==> config.mk <==
export PLATFORM = sky130hd
export DESIGN_NAME = spi_xfer_arbiter_flat
export DESIGN_NICKNAME = d
export VERILOG_FILES = /design/src/rtl/spi_xfer_arbiter_if.sv /design/src/rtl/spi_xfer_arbiter.sv /design/src/flat_wrapper.sv
export SDC_FILE = /design/constraint.sdc
export NUM_CORES = 1
export LEC_CHECK = 0
export CORE_AREA = 2 2 120 122
export DETAILED_ROUTE_END_ITERATION = 7
export DIE_AREA = 0 0 122 124
export PLACE_DENSITY = 0.77
export RECOVER_POWER = 50
export SLEW_MARGIN = 20
export SYNTH_ARGS = -nofsm -noshare
export SYNTH_HDL_FRONTEND = slang
export SYNTH_SLANG_ARGS = --single-unit
==> constraint.sdc <==
create_clock -name clk -period 2 [get_ports clk]
set_input_delay 0.4 -clock clk [delete_from_list [all_inputs] [get_ports clk]]
set_output_delay 0.4 -clock clk [all_outputs]
set_load 0.03 [all_outputs]
==> src/rtl/spi_xfer_arbiter_if.sv <==
// spi_xfer_arbiter_if: requester/engine-side bundle shared with the SPI transfer arbiter
interface spi_xfer_arbiter_if #(
    parameter int NUM_REQ = 4,
    parameter int DATA_W  = 32
);
    logic [NUM_REQ-1:0]        req;
    logic [NUM_REQ*DATA_W-1:0] req_wdata;
    logic [NUM_REQ-1:0]        grant;
    logic [NUM_REQ-1:0]        done;
    logic                      xfer_err;
    logic [DATA_W-1:0]         rdata;
    logic                      busy;
    logic                      go_transfer;
    logic [DATA_W-1:0]         data_write_to_spi;
    logic                      data_pack_ready;
    logic [DATA_W-1:0]         data_read_from_spi;

    modport master (
        output req, req_wdata, data_pack_ready, data_read_from_spi,
        input  grant, done, xfer_err, rdata, busy, go_transfer, data_write_to_spi
    );

    modport slave (
        input  req, req_wdata, data_pack_ready, data_read_from_spi,
        output grant, done, xfer_err, rdata, busy, go_transfer, data_write_to_spi
    );
endinterface

==> src/rtl/spi_xfer_arbiter.sv <==
// spi_xfer_arbiter: round-robin sharing of one SPI engine with go pulse, ready sync and watchdog
module spi_xfer_arbiter #(
    parameter int NUM_REQ = 4,
    parameter int DATA_W  = 32,
    parameter int GO_LEN  = 7,
    parameter int TMO_CYC = 4096
) (
    input logic            clk,
    input logic            reset_n,
    spi_xfer_arbiter_if.slave bus
);
    localparam int PW = $clog2(NUM_REQ);
    localparam int GW = (GO_LEN > 1) ? $clog2(GO_LEN) : 1;
    localparam int TW = $clog2(TMO_CYC);

    typedef enum logic [1:0] {IDLE, LAUNCH, WAIT_DONE, COMPLETE} state_t;

    state_t             state, state_nxt;
    logic [PW-1:0]      rr_ptr, sel, idx;
    logic               found;
    logic [GW-1:0]      go_cnt;
    logic [TW-1:0]      tmo;
    logic               s1, s2, s3;
    logic               rdy_edge, tmo_hit;
    logic [NUM_REQ-1:0] grant;
    logic               go;
    logic               err;
    logic [DATA_W-1:0]  wdata_q, rdata_q;
    logic [DATA_W-1:0]  words [NUM_REQ];

    for (genvar g = 0; g < NUM_REQ; g++) begin : g_words
        assign words[g] = bus.req_wdata[g*DATA_W +: DATA_W];
    end

    assign rdy_edge              = s2 & ~s3;
    assign tmo_hit               = tmo == TW'(TMO_CYC - 1);
    assign bus.grant             = grant;
    assign bus.done              = (state == COMPLETE) ? grant : '0;
    assign bus.xfer_err          = err;
    assign bus.rdata             = rdata_q;
    assign bus.busy              = state != IDLE;
    assign bus.go_transfer       = go;
    assign bus.data_write_to_spi = wdata_q;

    // bring the engine's ready level into clk domain, with one extra stage for edge detection
    always_ff @(posedge clk or negedge reset_n) begin
        if (!reset_n) {s1, s2, s3} <= '0;
        else          {s1, s2, s3} <= {bus.data_pack_ready, s1, s2};
    end

    // first requester at or after rr_ptr, wrapping around
    always_comb begin
        sel   = '0;
        idx   = '0;
        found = 1'b0;
        for (int i = 0; i < NUM_REQ; i++) begin
            idx = PW'((int'(rr_ptr) + i) % NUM_REQ);
            if (!found && bus.req[idx]) begin
                sel   = idx;
                found = 1'b1;
            end
        end
    end

    // state register
    always_ff @(posedge clk or negedge reset_n) begin
        if (!reset_n) state <= IDLE;
        else          state <= state_nxt;
    end

    // next state; a ready edge beats a same-cycle timeout
    always_comb begin
        state_nxt = state;
        case (state)
            IDLE:      state_nxt = found ? LAUNCH : IDLE;
            LAUNCH:    state_nxt = (go_cnt == '0) ? WAIT_DONE : LAUNCH;
            WAIT_DONE: state_nxt = (rdy_edge || tmo_hit) ? COMPLETE : WAIT_DONE;
            default:   state_nxt = IDLE;
        endcase
    end

    // grant, go pulse, watchdog counter and result capture
    always_ff @(posedge clk or negedge reset_n) begin
        if (!reset_n) begin
            grant   <= '0;
            go      <= 1'b0;
            go_cnt  <= '0;
            tmo     <= '0;
            err     <= 1'b0;
            rdata_q <= '0;
            wdata_q <= '0;
            rr_ptr  <= '0;
        end else begin
            case (state)
                IDLE: if (found) begin
                    grant   <= NUM_REQ'(1) << sel;
                    wdata_q <= words[sel];
                    go      <= 1'b1;
                    go_cnt  <= GW'(GO_LEN - 1);
                    tmo     <= '0;
                    rr_ptr  <= (sel == PW'(NUM_REQ - 1)) ? '0 : sel + 1'b1;
                end
                LAUNCH: begin
                    if (go_cnt == '0) go <= 1'b0;
                    else              go_cnt <= go_cnt - 1'b1;
                end
                WAIT_DONE: begin
                    if (rdy_edge) begin
                        rdata_q <= bus.data_read_from_spi;
                        err     <= 1'b0;
                    end else if (tmo_hit) begin
                        err <= 1'b1;
                    end else begin
                        tmo <= tmo + 1'b1;
                    end
                end
                default: grant <= '0;
            endcase
        end
    end
endmodule
==> src/flat_wrapper.sv <==
// flat-port wrapper written by rule: the top's interface ports become plain ports
module spi_xfer_arbiter_flat 
#(
    parameter int NUM_REQ = 4,
    parameter int DATA_W  = 32,
    parameter int GO_LEN  = 7,
    parameter int TMO_CYC = 4096
)
  (clk, reset_n, bus_req, bus_req_wdata, bus_data_pack_ready, bus_data_read_from_spi, bus_grant, bus_done, bus_xfer_err, bus_rdata, bus_busy, bus_go_transfer, bus_data_write_to_spi);
  spi_xfer_arbiter_if #(.NUM_REQ(NUM_REQ), .DATA_W(DATA_W)) bus_i ();
  input logic clk;
  input logic reset_n;
  input wire logic [$bits(bus_i.req)-1:0] bus_req;
  input wire logic [$bits(bus_i.req_wdata)-1:0] bus_req_wdata;
  input wire logic [$bits(bus_i.data_pack_ready)-1:0] bus_data_pack_ready;
  input wire logic [$bits(bus_i.data_read_from_spi)-1:0] bus_data_read_from_spi;
  output wire logic [$bits(bus_i.grant)-1:0] bus_grant;
  output wire logic [$bits(bus_i.done)-1:0] bus_done;
  output wire logic [$bits(bus_i.xfer_err)-1:0] bus_xfer_err;
  output wire logic [$bits(bus_i.rdata)-1:0] bus_rdata;
  output wire logic [$bits(bus_i.busy)-1:0] bus_busy;
  output wire logic [$bits(bus_i.go_transfer)-1:0] bus_go_transfer;
  output wire logic [$bits(bus_i.data_write_to_spi)-1:0] bus_data_write_to_spi;
  assign bus_i.req = bus_req;
  assign bus_i.req_wdata = bus_req_wdata;
  assign bus_i.data_pack_ready = bus_data_pack_ready;
  assign bus_i.data_read_from_spi = bus_data_read_from_spi;
  assign bus_grant = bus_i.grant;
  assign bus_done = bus_i.done;
  assign bus_xfer_err = bus_i.xfer_err;
  assign bus_rdata = bus_i.rdata;
  assign bus_busy = bus_i.busy;
  assign bus_go_transfer = bus_i.go_transfer;
  assign bus_data_write_to_spi = bus_i.data_write_to_spi;
  spi_xfer_arbiter #(.NUM_REQ(NUM_REQ), .DATA_W(DATA_W), .GO_LEN(GO_LEN), .TMO_CYC(TMO_CYC)) u_core (.clk(clk), .reset_n(reset_n), .bus(bus_i));
endmodule
* Word-level counts from Yosys, hierarchy flattened *
Cells that the tools add are included.

storage, ports and cells
  bits in registers = 92
  logic and storage cells = 98

operators by class
  add/subtract/negate cells = 6
  $lt $le $gt $ge = 5
  eq/ne operators = 10
  shift operators = 1
  multiplexer cells = 39
  bitwise operators = 4
  reduce and logical (&&, ||, !) cells = 21

operator list
  kind                     number
  $bmux W32 S2             1
  $mux W32                 2
  $mux W12                 3
  $pmux W12 S2             1
  $mux W1                  14
  $add A12 B1 Y12 const B  1
  $eq A12 B12 Y1 const B   1
  $lt A2 B3 Y1 const B     4
  $mux W2                  6
  $bmux W1 S2              4
  $mux W4                  2
  $pmux W4 S2              1
  $reduce_and A2 Y1        4
  $reduce_bool A2 Y1       4
  $eq A2 B2 Y1 const B     3
  $mux W3                  2
  $ne A2 B2 Y1 const B     3
  $pmux W2 S3              1
  $pmux W3 S2              1
  $reduce_and A3 Y1        2
  $add A2 B1 Y2 const B    2
  $add A2 B2 Y2 const B    2
  $ne A2 B1 Y1 const B     2
  $reduce_and A4 Y1        1
  other kinds (14)         19

* Logic depth before layout (Yosys ltp) *
Gate-level depths: netlist of run 1.

  depth after elaboration = 16
  depth in mapped cells = 10
  gate-level depth less buffers = 7

* Worst setup path before layout of run 1 *
Ideal clock, no wire load.

  kind = register to register
  start = reg u_core.state[0]
  end = reg u_core.tmo[3]
  setup time = 0.066 ns
  arrival = 1.972 ns
  slack = -0.038 ns
  stages on the path, launching flop included = 10
  clock period less this slack = 2.038 ns
  cells stage by stage = dfrtp_1 -> inv_1 -> ha_1 -> and3b_1 -> buf_6 -> a211oi_2 -> o21ai_2 -> buf_6 -> or4_1 -> nand2_1

between the ends
  word-level cells in the longest chain between the ends = 3

RTL lines
  item                                                         line                     text
  start: declaration                                           spi_xfer_arbiter.sv:18   state_t state, state_nxt;
  start signal: assignment                                     spi_xfer_arbiter.sv:68   else state <= state_nxt;
  $eq A2 B2 Y1 or $logic_not A2 Y1 (tied branches)             spi_xfer_arbiter.sv:94   case (state)
  $ne A2 B2 Y1 (no source line), or another cell as far along  --
  $reduce_and A4 Y1 (no source line)                           --
  end signal: assignment                                       spi_xfer_arbiter.sv:114  tmo <= tmo + 1'b1;
  end: declaration                                             spi_xfer_arbiter.sv:22   logic [TW-1:0] tmo;

Several ways; a longest one is shown, not always the timed one.
A chain may end at the register's enable or synchronous reset.

* Worst setup path after layout of run 1 *
  start = reg u_core.state[1]
  end = reg u_core.tmo[11]

Same word-level chain as after synthesis.

==> out/qor_table.md, run 1 <==
| Parameter | This run |
| --- | --- |
| Run status | finished clean |
| Data required time at the worst endpoint | 2.21 ns |
| Number of placed I/O pins | 242 |
| WP buf/inv | 1 |
| Capture instance of the worst register-to-register path | u_core.tmo[11] |
| Congestion Overflow GR | 0 |
| DRC viols | 0 |
| Share of the synthesized area in the top cell type | 44.4% |
| Leading cell types in the layout, fill and taps excluded | 231 x sky130_fd_sc_hd__clkdlybuf4s50_1, 90 x sky130_fd_sc_hd__dfrtp_1, 56 x sky130_fd_sc_hd__nand2_1, 36 x sky130_fd_sc_hd__o211ai_1 |
| Maximum VDD drop | 539 uV |
| TritonCTS clock tree | done |
| Vias in the first global route | 5504 |
| Mean area per synthesized cell | 10.1 um^2 |
| Crit start category | flip-flop |
| Achievable clock frequency | 0.507 GHz |
| FF/Latch Area | 2300 um^2 |
| Vert. Die Dim | 124 um |
| Max-Slew Margin vs Limit | 41.2% |
| FILL cells | 1127 |
| Register-to-register setup slack | 0.03 ns |
| Most common cell after layout, fill and taps aside | sky130_fd_sc_hd__clkdlybuf4s50_1 |
| Antenna-violating nets left | 0 |
| Detailed placement HPWL | 12800 um |
| Count of buffers from port buffering | 241 |
| Proportion of synthesized chip area in sequential cells | 44.4% |
| Area used by multi-input combinational logic | 2760 um^2 |
| Register bit count reported by yosys | 92 |
| Post-synthesis net count | 690 |
| Cell taking the most area after synthesis | sky130_fd_sc_hd__dfrtp_1 |
| Buffers from clock root to sink, at most | 2 |
| Seq pwr share | 25.8% |
| Critical path arrival | 2.19 ns |
| Post-Syn Area | 5180 um^2 |
| Clk pwr share | 13.5% |
| Antenna violations before repair | 0 |
| Wire length per cell after detailed routing | 19.1 um |
| Number of enable-type register cells in the synthesized netlist | 0 |
| Clock buffer count from CTS | 9 |
| Number of vias in the routed layout | 5229 |
| Ys Warns | 0 |
| 1st-pass router iterations | 5 |
| Count of cells along the worst register-to-register path | 7 |
| Master cell of the clock root buffer | sky130_fd_sc_hd__clkbuf_16 |
| Cell variety after synth | 46 |
| Worst R2R Start | u_core.state[1] |
| Diodes inserted | 0 |
| Cell count after synthesis | 512 |
| Clock transition at path regs | 0.07 ns |
| Global-route wire length before repair | 28000 um |
| Overall Global Routing Usage | 23.6% |
| Post-Route Skew | 0.00644 ns |
| Share of final-layout standard cells stronger than drive strength 1 | 15.8% |
| Area growth, synth to finish | 63.3% |
| TritonCTS sink count | 92 |
| Routed via count divided by cell count | 5.52 |
| Total number of nets in the final design | 940 |
| CTS HTree Levels | 3 |
| Skew-Pair Late Insertion Delay | 0.34 ns |
| Drt first-iter violations | 373 |
| PnR worst setup slack | 0.0267 ns |
| Most used DFF post-synth | sky130_fd_sc_hd__dfrtp_1 |
| Total length of routed wires | 18100 um |
| Proportion of register bits with asynchronous set or reset after synthesis | 100% |
| RSZ-0062 raised after global routing | yes |
| Post-route setup TNS | 0 ns |
| Area of the die | 15100 um^2 |
| Critical setup path kind | flip-flop to flip-flop |
| Minimum clock period after layout | 1.97 ns |
| Cell internal pwr | 6.69 mW |
| Top delay family on crit path | compound AO/OA/AOI/OAI gates |
| Count of maximum capacitance violations | 0 |
| Cell-by-cell listing of the critical path | ha_4 > and3b_2 > a211oi_4 > o21ai_4 > buf_4 > o21ai_0 > a21oi_1 |
| Share of the cycle needed by the critical path after routing | 98.7% |
| Nature of the critical path endpoint | flip-flop |
| Top cells by area, synth | sky130_fd_sc_hd__dfrtp_1 44%, sky130_fd_sc_hd__mux2_2 7.0%, sky130_fd_sc_hd__mux2i_1 6.4% |
| Class of the tightest hold or removal check | input pin to async pin |
| Placeable core area | 13700 um^2 |
| Std cell rows | 43 |
| Pin count of the biggest net entering global routing | 67 |
| Number of buffers inserted by hold repair at cts | 0 |
| Slowest Stage Delay on Critical Path | 0.44 ns |
| LEAKAGE | 3.54 nW |
| Actual transition at the worst max-transition pin | 0.882 ns |
| Sw Share | 43.8% |
| Power spent charging and discharging nets | 5.22 mW |
| Effective utilization at floorplan | 37.8% |
| Highest net fanout along the worst path | 8 |
| Logic pwr share | 60.7% |
| Final max-slew violation count | 0 |
| Final setup violation count | 0 |
| DP Worst Slack | -0.364 ns |
| Fin. Hold Viols | 0 |
| Critical-path top delay cell | sky130_fd_sc_hd__dfrtp_2 |
| Die Span X | 122 um |
| Final GP Congestion | 0.807 |
| Ratio of total power to cell area | 1410 nW/um^2 |
routing by layer:
| layer | GRT usage (%) | routed length (um) |
|---|---|---|
| met1 | 28.0 | 6910 |
| met2 | 41.5 | 9510 |
| met3 | 5.27 | 1270 |
| met4 | 9.84 | 359 |
| met5 | 0 | 0 |
cell usage after synthesis, types with 2 or more instances:
cell type / number
sky130_fd_sc_hd__a21oi_1: 9
sky130_fd_sc_hd__o21ai_0: 14
sky130_fd_sc_hd__a22oi_1: 5
sky130_fd_sc_hd__nand3_1: 7
sky130_fd_sc_hd__nand4_1: 34
sky130_fd_sc_hd__buf_6: 2
sky130_fd_sc_hd__a21o_1: 2
sky130_fd_sc_hd__dfrtp_1: 92
sky130_fd_sc_hd__nand2b_1: 3
sky130_fd_sc_hd__clkbuf_1: 33
sky130_fd_sc_hd__mux2_2: 32
sky130_fd_sc_hd__o31ai_1: 34
sky130_fd_sc_hd__nor2_1: 19
sky130_fd_sc_hd__or4_1: 5
sky130_fd_sc_hd__o211ai_1: 36
sky130_fd_sc_hd__buf_2: 5
sky130_fd_sc_hd__nand2_1: 58
sky130_fd_sc_hd__a211o_1: 32
sky130_fd_sc_hd__and2_1: 7
sky130_fd_sc_hd__ha_1: 11
sky130_fd_sc_hd__inv_1: 8
sky130_fd_sc_hd__mux2i_1: 33
sky130_fd_sc_hd__or3_1: 4
sky130_fd_sc_hd__buf_4: 3
sky130_fd_sc_hd__and3_1: 3
power groups by stage:
| stage | clock network (mW) | registers [mW] | logic, mW |
|---|---|---|---|
| 4_1_cts | 1.65 | 3.07 | 7.03 |
| 3_5_place_dp | 0 | 3.09 | 6.98 |
| 6_report | 1.61 | 3.08 | 7.23 |
| 3_3_place_gp | 0 | 3.04 | 6.82 |
| 2_1_floorplan | 0 | 4.35 | 2.71 |
| 5_1_grt | 1.70 | 3.17 | 7.71 |
worst max-delay path by stage:
stage	startpoint	to	slack [ns]	cells past startpoint
2_1_floorplan	u_core.state[0]	u_core.tmo[3]	0.008	9
3_3_place_gp	bus_req[1]	u_core.bus.grant[1]	-0.31	7
3_5_place_dp	bus_req[1]	u_core.tmo[8]	-0.36	6
4_1_cts	u_core.state[1]	bus_busy	0.008	6
5_1_grt	u_core.tmo[1]	u_core.tmo[11]	-0.04	7
6_report	u_core.state[1]	u_core.tmo[11]	0.03	7
layout make-up:
class | count | share of cell area [%]
clock inverters | 7 | 0.576
flip-flops and latches | 92 | 27.2
well taps | 180 | 2.66
inverters | 9 | 0.399
multi-input cells | 368 | 32.6
clock buffers | 9 | 2.66
repair buffers | 282 | 33.8
metrics by stage:
stage	cells	hold WS, ns	area (um^2)	utilization (%)	power [mW]
after global routing	947	0.202	8470	61.7	12.6
after global placement	926	0.343	8080	58.9	9.87
after detailed placement	926	0.343	8080	58.9	10.1
after floorplan	512	0.104	5190	-	7.06
after CTS	942	0.00950	8360	61.0	11.8
final	947	0.138	8470	61.7	11.9
registers in the layout, indices dropped and copies added, names as in the netlist:
name and cells:
u_core.s3 1, u_core.rr_ptr 2, u_core.bus.go_transfer 1, u_core.bus.data_write_to_spi 32, u_core.go_cnt 3, u_core.s1 1
u_core.s2 1, u_core.bus.grant 4, u_core.state 2, u_core.bus.rdata 32, u_core.bus.xfer_err 1, u_core.tmo 12
cells by family (layout without fill, tap and decap cells):
group | after synthesis | in the layout | synth area share (%)
and+or+nand+nor | 148 | 148 | 14.4
AOI/OAI and AO/OA | 142 | 143 | 20.6
DFF | 92 | 92 | 44.4
muxes | 65 | 65 | 13.3
buffers and inverters | 53 | 307 | 4.47
adders and majority gates | 11 | 11 | 2.66
xor gates and xnor gates | 1 | 1 | 0.169
timing repair:
action                     4_1_cts  5_1_grt
cloned                           0        1
pin swaps                        1       13
setup endpoints to repair        8       46
setup buffers                    0        4
resized for setup               15       31
Note: power is estimated with default switching activity, not from simulation.
==> run 2, diff against run 1 <==
- PLACE_DENSITY: 0.77 -> 0.85
==> out/qor_table.md, run 2 (synthesized netlist as in run 1, its figures left out) <==
| Parameter | This run | Change |
| --- | --- | --- |
| Run status | finished with violations |  |
| Violated checks | setup timing |  |
| Data required time at the worst endpoint | 2.22 ns | about the same |
| Area growth, synth to finish | 64.9% |  |
| Total number of nets in the final design | 951 | +1.2% |
| Origin of the worst min-delay path | u_core.s1 |  |
| Critical path arrival | 2.29 ns | +0.10 ns |
| Slowest Stage Delay on Critical Path | 0.38 ns | -0.06 ns |
| Capture instance of the worst register-to-register path | u_core.tmo[10] |  |
| Antenna-violating nets left | 0 | unchanged |
| LEAKAGE | 3.60 nW | +1.6% |
| Achievable clock frequency | 0.485 GHz | -4.3% |
| Count of buffers from port buffering | 241 | unchanged |
| Vias in the first global route | 5293 | -3.8% |
| Ratio of total power to cell area | 1420 nW/um^2 | +0.58% |
| Routed via count divided by cell count | 5.55 | +0.49% |
| Drt first-iter violations | 249 | -33% |
| TritonCTS sink count | 92 | unchanged |
| Share of the core filled with cells in the final layout | 62.3% | +0.58 points |
| Vert. Die Dim | 124 um | unchanged |
| Clock transition at path regs | 0.07 ns | about the same |
| Max-Slew Margin vs Limit | 54.1% | +13 points |
| Crit start category | flip-flop |  |
| Area of the die | 15100 um^2 | unchanged |
| Final standard cell area without fillers | 8550 um^2 | +0.95% |
| Skew-Pair Late Insertion Delay | 0.35 ns | about the same |
| Total length of routed wires | 17300 um | -4.2% |
| Nature of the critical path endpoint | flip-flop |  |
| Number of placed I/O pins | 242 | unchanged |
| Post-Layout Cell Count | 959 | +1.3% |
| Class of the tightest hold or removal check | flip-flop to flip-flop |  |
| Effective utilization at floorplan | 37.8% | unchanged |
| Count of cells along the worst register-to-register path | 9 | +2 |
| Leading cell types in the layout, fill and taps excluded | 233 x sky130_fd_sc_hd__clkdlybuf4s50_1, 92 x sky130_fd_sc_hd__dfrtp_1, 57 x sky130_fd_sc_hd__nand2_1, 36 x sky130_fd_sc_hd__o211ai_1, 34 x sky130_fd_sc_hd__nand4_1 |  |
| Post-Route Skew | 0.00713 ns | +0.000686 ns |
| Cell-by-cell listing of the critical path | inv_2 > ha_2 > and3b_2 > a211oi_4 > buf_4 > o21ai_4 > buf_4 > o31ai_2 > a21oi_1 |  |
| TritonCTS clock tree | done |  |
| Critical path capture point | u_core.tmo[10] |  |
| Count of maximum capacitance violations | 0 | unchanged |
| Highest net fanout along the worst path | 7 | -1 |
| Pin count of the biggest net entering global routing | 37 | -45% |
| Number of vias in the routed layout | 5321 | +1.8% |
| Placed Instance Area | 8130 um^2 | +0.71% |
| 1st-pass router iterations | 7 | +2 |
| DRC viols | 0 | unchanged |
| Final setup violation count | 5 | +5 |
| Overall Global Routing Usage | 22.4% | -1.2 points |
| Most frequent CP cell | sky130_fd_sc_hd__buf_4 |  |
| Share of final-layout standard cells stronger than drive strength 1 | 15.7% | -0.095 points |
| PnR worst setup slack | -0.0625 ns | -0.0892 ns |
| FILL cells | 1116 | -0.98% |
| Actual transition at the worst max-transition pin | 0.689 ns | -0.194 ns |
| Clock buffer count from CTS | 9 | unchanged |
| Fin. Hold Viols | 0 | unchanged |
| Share of the cycle needed by the critical path after routing | 103% | +4.5 points |
| Antenna violations before repair | 1 | +1 |
| Most common cell after layout, fill and taps aside | sky130_fd_sc_hd__clkdlybuf4s50_1 |  |
| Minimum clock period after layout | 2.06 ns | +0.0892 ns |
| Crit. Startpoint | u_core.state[0] |  |
| RSZ-0062 raised after global routing | yes |  |
| Worst R2R Start | u_core.state[0] |  |
| Critical setup path kind | flip-flop to flip-flop |  |
| Maximum VDD drop | 629 uV | +17% |
| Placeable core area | 13700 um^2 | unchanged |
| Congestion Overflow GR | 0 | unchanged |
| Buffers from clock root to sink, at most | 2 | unchanged |
| Die Span X | 122 um | unchanged |
| CTS HTree Levels | 3 | unchanged |
| Post-placement cell count | 933 | +0.76% |
| Final max-slew violation count | 0 | unchanged |
| Detailed placement HPWL | 12600 um | -1.6% |
| Final GP Congestion | 0.896 | +11% |
| Critical-path top delay cell | sky130_fd_sc_hd__dfrtp_1 |  |
| Post-route setup TNS | -0.0910 ns | -0.0910 ns |
| Std cell rows | 43 | unchanged |
| Global-route wire length before repair | 26500 um | -5.2% |
| Wire length per cell after detailed routing | 18.0 um | -5.4% |
| Master cell of the clock root buffer | sky130_fd_sc_hd__clkbuf_16 |  |
| Register-to-register setup slack | -0.06 ns | -0.09 ns |
run 2: worst min-delay path by stage:
stage                                           end  slack (ns)  cells past startpoint
floorplan           u_core.bus.data_write_to_spi[0]        0.10                      0
global placement                          u_core.s2        0.33                      0
detailed placement                        u_core.s2        0.34                      0
CTS                                       u_core.s2        0.35                      0
global route                              u_core.s2        0.37                      0
finish                                    u_core.s2        0.35                      0
run 2: worst max-delay path, delay by kind of cell, from the launching register on:
| kind | cells | cell delay (ns) |
|---|---|---|
| adders and majority gates | 1 | 0.19 |
| buffers and inverters | 3 | 0.40 |
| and+or+nand+nor | 1 | 0.23 |
| AOI/OAI and AO/OA | 4 | 0.73 |
| DFF | 1 | 0.38 |
run 2: layer usage:
layer | global-route usage [%] | up-vias | part of all wire [%]
met4 | 9.91 | 0 | 3.1
met2 | 38.7 | 282 | 50
met5 | 0 | - | 0
met3 | 7.97 | 54 | 9.8
met1 | 24.9 | 2523 | 37
li1 | - | 2462 | -
run 2: repair_timing:
action,4_1_cts,5_1_grt
cloned,0,1
pin swaps,1,10
gates resized for setup,13,21
endpoints found under the setup margin,6,48
endpoints found under the hold margin,24,0
setup buffers,4,3
hold buffers,1,0
run 2: where the power goes:
group / total (mW) / internal (mW) / switching (mW)
registers: 3.06 / 2.62 / 0.441
logic: 7.34 / 3.38 / 3.96
clock network: 1.69 / 0.879 / 0.808
run 2: layout make-up:
cell class | count | area [um^2] | share of cell area, %
repair buffers | 293 | 2970 | 34.7
multi-input cells | 368 | 2720 | 31.9
flip-flops and latches | 92 | 2300 | 26.9
clock buffers | 9 | 225 | 2.64
well taps | 180 | 225 | 2.64
clock inverters | 7 | 66.3 | 0.776
inverters | 9 | 33.8 | 0.395
diodes | 1 | 2.50 | 0.0293
run 2: stage by stage:
stage	power, mW	setup WS, ns	hold slack, ns
floorplan	7.06	0.00780	0.104
global placement	9.94	-0.300	0.335
detailed placement	10.1	-0.341	0.336
CTS	11.9	-0.0305	0.352
global route	12.8	-0.110	0.366
finish	12.1	-0.0625	0.351
==> run 3, diff against run 2 <==
- clock period: 2 -> 1.74 ns (I/O delays scaled with it)
==> out/qor_table.md, run 3 (synthesized netlist as in run 1, its figures left out) <==
| Parameter | This run | Change |
| --- | --- | --- |
| Final max-slew violation count | 0 | unchanged |
| Max-Slew Margin vs Limit | 47.4% | -6.7 points |
| Met3 usage | 4.40% | -3.6 points |
| Nature of the critical path endpoint | flip-flop |  |
| Crit start category | flip-flop |  |
| Drt first-iter violations | 516 | +110% |
| Final GP Congestion | 0.827 | -7.7% |
| Antenna violations before repair | 0 | -1 |
| Overall Global Routing Usage | 26.6% | +4.2 points |
| Diodes inserted | 0 | -1 |
| Data required time at the worst endpoint | 2.02 ns | -0.20 ns |
| Placeable core area | 13700 um^2 | unchanged |
| Share of the cycle needed by the critical path after routing | 118% | +15 points |
| Maximum VDD drop | 686 uV | +9.2% |
| Wire length per cell after detailed routing | 21.8 um | +21% |
| Area of the die | 15100 um^2 | unchanged |
| Total number of nets in the final design | 995 | +4.6% |
| Vert. Die Dim | 124 um | unchanged |
| Area growth, synth to finish | 82.1% |  |
| 1st-pass router iterations | 5 | -2 |
| TritonCTS clock tree | done |  |
| Skew-Pair Late Insertion Delay | 0.35 ns | about the same |
| Antenna-violating nets left | 0 | unchanged |
| Number of vias in the routed layout | 5840 | +9.8% |
| Number of placed I/O pins | 242 | unchanged |
| Share of the core filled with cells in the final layout | 68.8% | +6.5 points |
| Met2 track demand over resource | 45.2% | +6.5 points |
| Minimum clock period after layout | 2.06 ns | -0.00215 ns |
| PnR worst setup slack | -0.320 ns | -0.258 ns |
| Ratio of total power to cell area | 1650 nW/um^2 | +17% |
| Clock transition at path regs | 0.08 ns | about the same |
| Run status | finished with violations |  |
| Std cell rows | 43 | unchanged |
| Fin. Hold Viols | 0 | unchanged |
| Congestion Overflow GR | 0 | unchanged |
| Leading cell types in the layout, fill and taps excluded | 163 x sky130_fd_sc_hd__clkdlybuf4s50_1, 91 x sky130_fd_sc_hd__dfrtp_1, 57 x sky130_fd_sc_hd__buf_4, 53 x sky130_fd_sc_hd__nand2_1, 40 x sky130_fd_sc_hd__dlygate4sd2_1 |  |
| Clock buffer count from CTS | 9 | unchanged |
| CTS HTree Levels | 3 | unchanged |
| Most Used Layer, Global Route | met2 |  |
| Critical path arrival | 2.34 ns | +0.05 ns |
| Effective utilization at floorplan | 37.8% | unchanged |
| Buffers from clock root to sink, at most | 2 | unchanged |
| Post-Route Skew | 0.0114 ns | +0.00426 ns |
| Routed via count divided by cell count | 5.83 | +5.0% |
| Violated checks | setup timing |  |
| Final standard cell area without fillers | 9440 um^2 | +10% |
| Share of final-layout standard cells stronger than drive strength 1 | 26.2% | +10 points |
| Post-placement cell count | 945 | +1.3% |
| Final setup violation count | 81 | +76 |
| RSZ-0062 raised after global routing | yes |  |
| Post-Layout Cell Count | 1002 | +4.5% |
| Highest net fanout along the worst path | 8 | +1 |
| Most common cell after layout, fill and taps aside | sky130_fd_sc_hd__clkdlybuf4s50_1 |  |
| Pin count of the biggest net entering global routing | 52 | +41% |
| Vias in the first global route | 5925 | +12% |
| Placed Instance Area | 8200 um^2 | +0.83% |
| Achievable clock frequency | 0.485 GHz | +0.10% |
| Detailed placement HPWL | 13200 um | +4.7% |
| Class of the tightest hold or removal check | flip-flop to flip-flop |  |
| LEAKAGE | 4.38 nW | +22% |
| Die Span X | 122 um | unchanged |
| TritonCTS sink count | 92 | unchanged |
| Post-route setup TNS | -5.23 ns | -5.14 ns |
| Total length of routed wires | 21800 um | +26% |
| Master cell of the clock root buffer | sky130_fd_sc_hd__clkbuf_16 |  |
| Global-route wire length before repair | 31000 um | +17% |
| Global routing met1 resource utilization | 32.1% | +7.2 points |
| DRC viols | 0 | unchanged |
| Critical setup path kind | flip-flop to flip-flop |  |
| Actual transition at the worst max-transition pin | 0.789 ns | +0.100 ns |
| Overall power of the completed layout | 15.6 mW | +29% |
| Count of maximum capacitance violations | 0 | unchanged |
| Count of buffers from port buffering | 241 | unchanged |
[run 3: cell count changes in the layout (fill, tap and decap cells not counted), sizes merged, moves of 2 or more]
cell,delta
clkdlybuf4s50,-70
buf,+46
dlygate4sd2,+40
dlymetal6s2s,+30
clkdlybuf4s15,-2
inv,-2
[run 3: layout make-up]
class                   count  area (um^2)
repair buffers            337         3510
fillers                   963         4280
multi-input cells         368         3050
well taps                 180          225
inverters                   9         47.5
clock buffers              10          229
flip-flops and latches     92         2300
clock inverters             6         76.3
[run 3: path summary, 6_finish.rpt]
kind,start,slack (ns),cells after the start,end
max,u_core.state[0],-0.32,7,u_core.tmo[4]
max reg2reg,u_core.state[0],-0.32,7,u_core.tmo[4]
max in group asynchronous,reset_n,0.20,3,u_core.bus.data_write_to_spi[24]
min,u_core.s1,0.38,0,u_core.s2
min reg2reg,u_core.s1,0.38,0,u_core.s2
min in group asynchronous,reset_n,0.61,2,u_core.bus.rdata[29]
[run 3: repair_timing]
action | 4_1_cts | 5_1_grt
hold buffers | 1 | 0
gates cloned | 8 | 3
buffers inserted | 19 | 19
resized for setup | 107 | 85
pin swaps | 22 | 28
setup endpoints to repair | 120 | 119
endpoints found under the hold margin | 26 | 0
[run 3: worst max-delay path, stage by stage, from the launching register on]
cell and delay [ns]:
sky130_fd_sc_hd__dfrtp_1 0.39, sky130_fd_sc_hd__inv_2 0.09, sky130_fd_sc_hd__ha_4 0.18, sky130_fd_sc_hd__and3b_2 0.23, sky130_fd_sc_hd__a211oi_4 0.25, sky130_fd_sc_hd__o21ai_4 0.15, sky130_fd_sc_hd__or4_1 0.59, sky130_fd_sc_hd__nand2_1 0.10
[run 3: layer usage]
| metal | routed length (um) | part of all wire (%) | vias up |
|---|---|---|---|
| li1 | - | - | 2558 |
| met1 | 8210 | 38 | 2892 |
| met2 | 11200 | 52 | 315 |
| met3 | 1510 | 6.9 | 75 |
| met4 | 851 | 3.9 | 0 |
| met5 | 0 | 0 | - |
[run 3: metrics by stage]
| step | hold WS [ns] | setup slack [ns] |
|---|---|---|
| floorplan | 0.0524 | -0.110 |
| global placement | 0.297 | -0.510 |
| detailed placement | 0.306 | -0.570 |
| CTS | 0.354 | -0.214 |
| global route | 0.385 | -0.338 |
| finish | 0.378 | -0.320 |
[run 3: report_power, final]
part           internal (mW)  switching [mW]
sequential              3.02           0.559
clock                   1.15           0.935
combinational           4.43            5.50
